`config.mk`:
```
export PLATFORM = sky130hd
export DESIGN_NAME = stream_muxn_rr
export DESIGN_NICKNAME = d
export VERILOG_FILES = /design/src/rtl/stream_muxn_rr.sv
export SDC_FILE = /design/constraint.sdc
export NUM_CORES = 1
export LEC_CHECK = 0
export BUFFER_PORTS_ARGS = -buffer_cell sky130_fd_sc_hd__buf_2
export CORE_ASPECT_RATIO = 0.9
export CORE_MARGIN = 4
export CORE_UTILIZATION = 30
export CTS_CLUSTER_SIZE = 10
export DETAILED_ROUTE_END_ITERATION = 8
export GPL_ROUTABILITY_DRIVEN = 0
export SETUP_SLACK_MARGIN = 0.4
export SYNTH_ARGS = -nofsm -noshare
export SYNTH_HDL_FRONTEND = slang
export SYNTH_SLANG_ARGS = --single-unit
```
`constraint.sdc`:
```
create_clock -name clk -period 3.2 [get_ports clk]
set_input_delay 0.48 -clock clk [delete_from_list [all_inputs] [get_ports clk]]
set_output_delay 0.48 -clock clk [all_outputs]
set_load 0.1 [all_outputs]
```
`src/rtl/stream_muxn_rr.sv`:
```
// N-channel registered stream mux with round-robin or fixed-priority arbitration
// and optional packet lock that holds the grant from first beat to last beat.
//
// state     | meaning
// ST_OPEN   | no packet in flight; grant comes from arbitration over valid channels
// ST_LOCKED | packet in flight on channel lk_q; only that channel may be granted
module stream_muxn_rr #(
  parameter int n    = 16,
  parameter int N_CH = 4,
  parameter int RR   = 1,
  parameter int LOCK = 1,
  localparam int SEL_W = (N_CH > 1) ? $clog2(N_CH) : 1
) (
  input  logic                clk,
  input  logic                rst_n,
  input  logic [N_CH*n-1:0]   in_data,
  input  logic [N_CH-1:0]     in_valid,
  input  logic [N_CH-1:0]     in_last,
  output logic [N_CH-1:0]     in_ready,
  output logic [n-1:0]        out_data,
  output logic                out_last,
  output logic [SEL_W-1:0]    out_sel,
  output logic                out_valid,
  input  logic                out_ready
);

  typedef enum logic {ST_OPEN, ST_LOCKED} state_t;

  localparam logic [SEL_W:0]   NCH_W   = (SEL_W+1)'(N_CH);
  localparam logic [SEL_W-1:0] LAST_CH = SEL_W'(N_CH-1);

  state_t           state_q, state_d;
  logic [SEL_W-1:0] lk_q, lk_d, ptr_q, ptr_d, gsel;
  logic [SEL_W:0]   sum;
  logic [N_CH-1:0]  grant;
  logic             found, load, xfer, last_eff;
  logic [n-1:0]     ch_data [N_CH];

  for (genvar i = 0; i < N_CH; i++) begin : g_unpack
    assign ch_data[i] = in_data[i*n +: n];
  end

  assign load     = !out_valid || out_ready;
  assign xfer     = |grant;
  assign in_ready = grant;
  assign last_eff = (LOCK != 0) ? in_last[gsel] : 1'b1;

  // Search order starts at ptr_q for round-robin, at 0 for fixed priority.
  always_comb begin
    grant = '0;
    gsel  = '0;
    sum   = '0;
    found = 1'b0;
    if (load && rst_n) begin
      if (LOCK != 0 && state_q == ST_LOCKED) begin
        gsel        = lk_q;
        grant[lk_q] = in_valid[lk_q];
      end else begin
        for (int k = 0; k < N_CH; k++) begin
          if (RR != 0) sum = {1'b0, ptr_q} + (SEL_W+1)'(k);
          else         sum = (SEL_W+1)'(k);
          if (sum >= NCH_W) sum = sum - NCH_W;
          if (!found && in_valid[sum[SEL_W-1:0]]) begin
            found = 1'b1;
            gsel  = sum[SEL_W-1:0];
          end
        end
        if (found) grant[gsel] = 1'b1;
      end
    end
  end

  always_comb begin
    state_d = state_q;
    lk_d    = lk_q;
    ptr_d   = ptr_q;
    case (state_q)
      ST_OPEN: begin
        if (LOCK != 0 && xfer && !in_last[gsel]) begin
          state_d = ST_LOCKED;
          lk_d    = gsel;
        end
      end
      ST_LOCKED: begin
        if (xfer && in_last[gsel]) state_d = ST_OPEN;
      end
      default: state_d = ST_OPEN;
    endcase
    if (RR != 0 && xfer && last_eff)
      ptr_d = (gsel == LAST_CH) ? '0 : gsel + SEL_W'(1);
  end

  always_ff @(posedge clk or negedge rst_n) begin
    if (!rst_n) begin
      state_q   <= ST_OPEN;
      lk_q      <= '0;
      ptr_q     <= '0;
      out_valid <= 1'b0;
      out_data  <= '0;
      out_last  <= 1'b0;
      out_sel   <= '0;
    end else begin
      state_q <= state_d;
      lk_q    <= lk_d;
      ptr_q   <= ptr_d;
      if (xfer) begin
        out_valid <= 1'b1;
        out_data  <= ch_data[gsel];
        out_last  <= last_eff;
        out_sel   <= gsel;
      end else if (out_ready) begin
        out_valid <= 1'b0;
      end
    end
  end

endmodule

```
==> results.yml <==
global_routing:
  grt_pass1_wl_mm: 7.79
  grt.total_usage_pct: 12.8
  grt_max_degree: 27
  overflow: 0
  grt_pass1_vias: 1657
  antenna_found_initial: 0
synthesis:
  yosys-top-cells-area: "dfrtp_1 34%, mux2i_1 19%, o221ai_2 7.4%"
  synth_seq_cells: 25
  syn-mean-instance-area_um2: 9.53
  ys.flop_type: "dfrtp_1"
  yosysTopAreaCell: "dfrtp_1"
  synth_area_mm2: 0.00183
  yosysSeqAreaShare_pct: 34.2
  synth.top_cell.area_share_pct: 34.2
  yosysWarnings: 0
  syn_nets: 267
  synth_enable_flop_cells: 0
  syn-instance-count: 192
  async_reset_ff_share_pct: 100
  synth_cell_types: 37
placed_design:
  hpwlAfterDp_mm: 3.96
  place_ws_ns: 0.522
  placed_cells: 350
  io_buffers: 98
  placed_cell_area_mm2: 0.00237
job:
  maxCapViolations: 0
timing:
  rsz0062_at_grt: "no"
  holdWs_ns: 0.0698
  finalSetupTns_ns: 0
  fin_crit_sh_pct: 83.6
  drv_slew: 0
  setup_violations: 0
  fmax_mhz: 374
  fin_crit_ns: 2.68
  setup_slack_ns: 0.523
  finClkSkew_ns: 0.00271
  tightest_slew_ns: 0.546
  hold_viol: 0
  slew_headroom_pct: 63.6
min_path:
  hold_class: "input port to asynchronous set/reset pin"
setup_path:
  crit_type: "register to primary output"
  reg2reg_to: "out_data[4]"
  path_max_fanout: 8
  r2r.worst_path.cells: 6
  cp-start-kind: "register"
  reg2reg_slack_ns: 0.73
  critical_path.endpoint_type: "primary output"
  crit_required_ns: 2.72
  critPathArrivalTime_ns: 2.20
  r2r-start: "ptr_q[1]"
cells_and_area:
  drive_gt1_share_pct: 44.7
  fill_cells: 597
  final_cells: 354
  design_area_mm2: 0.00243
  final_cell_mix: "96 x buf_2, 35 x mux2i_1, 28 x nand2_1"
  syn2layout_area_growth_pct: 32.8
  final_nets: 360
  antenna_cells: 0
  final_common_cell: "buf_2"
run_status:
  status: "finished, final reports clean"
route:
  drt_iter0_drc: 121
  drcViolationCount: 0
  avgViaCountPerCell: 5.05
  postRouteAntennaNets: 0
  drt-pass1-iter-count: 4
  routed_wl_mm: 5.05
  routedWlPerCell_um: 14.3
  vias: 1787
die:
  ios: 99
  die-width_um: 90.3
  die_area_mm2: 0.00741
  design.core.area_mm2: 0.00579
  dieHeight_um: 82.1
  start_util_pct: 31.6
  rows: 26
clock_tree:
  cts_resized: 1
  holdBufCountCts: 0
  cts_setup_buffers: 0
  clock_latency_ns: 0.26
  clockBufferDepth: 2
  cts_max_level: 1
  tritoncts: "done"
  root_buffer: "clkbuf_8"
  cts_buffers: 3
  clkSinkCount: 25
  clk_pin_slew_ns: 0.09
pwr:
  power_density_mw_per_mm2: 1120
  ir_worst_vdd_v: 0.000520
  leakagePower_uw: 0.00138
-- per-layer routing --
layer	part of all wire (%)	track usage [%]	vias up
met5	0	0	-
met4	0.81	2.29	0
met3	7.2	3.66	4
met2	47	21.0	64
met1	45	16.9	828
li1	-	-	891
-- worst max path at each step --
stage           startpoint          end  depth (start not counted)
6_report          ptr_q[1]  in_ready[1]                          6
5_1_grt           ptr_q[1]  in_ready[1]                          6
4_1_cts           ptr_q[1]  in_ready[3]                          6
3_5_place_dp   in_valid[3]  in_ready[1]                          7
3_3_place_gp   in_valid[3]  in_ready[1]                          7
2_1_floorplan  in_valid[3]  in_ready[1]                          6
-- layout make-up --
class                           instances  area [um2]  area share (%)
Multi-Input combinational cell        146        1110            45.6
Sequential cell                        25         626            25.8
Timing Repair Buffer                  103         541            22.3
Tap cell                               70        87.6            3.61
Clock buffer                            4        45.0            1.85
Inverter                                6        22.5           0.927
-- worst max-delay path, cell delays in order, from the launching register on --
cell,delay (ns)
dfrtp_1,0.47
nor2b_4,0.16
o21a_1,0.19
nor3_1,0.21
or3b_2,0.47
a21oi_2,0.19
buf_8,0.22
-- logic make-up after synthesis --
kind of cell	synth area share, %
and+or+nand+nor	15.6
AOI/OAI and AO/OA	23.5
muxes	20.6
DFF	34.2
buffers and inverters	6.16
-- registers in the layout, indices dropped and copies added, names as in the netlist, named ones only --
signal	count
lk_q	2
out_data	16
out_last	1
out_sel	2
out_valid	1
ptr_q	2
-- report_power, final --
part	internal (uW)	switching [uW]	leakage, uW
registers	465	126	0.000305
clock network	89.0	101	0.0000228
logic	493	1450	0.00105
total	1050	1670	0.00138
-- cell usage after synthesis, types with 2 or more instances --
cell,n
nor3_1,3
o221ai_1,7
and3_1,4
nand2_1,28
buf_4,3
and2_1,2
clkbuf_1,4
o221ai_2,9
o22ai_1,3
a21oi_1,15
buf_6,2
inv_1,6
mux2i_1,35
o21ai_0,7
nor2_1,10
nand2b_1,4
dfrtp_1,25
buf_2,6
-- per-stage QoR --
| step | total power (uW) | utilization, % |
|---|---|---|
| final | 2720 | 41.9 |
| after global routing | 2880 | 41.9 |
| after CTS | 2740 | 41.7 |
| after detailed placement | 2540 | 40.9 |
| after global placement | 2530 | 40.9 |
| after floorplan | 2220 | - |
(Power assumes the default switching activity.)
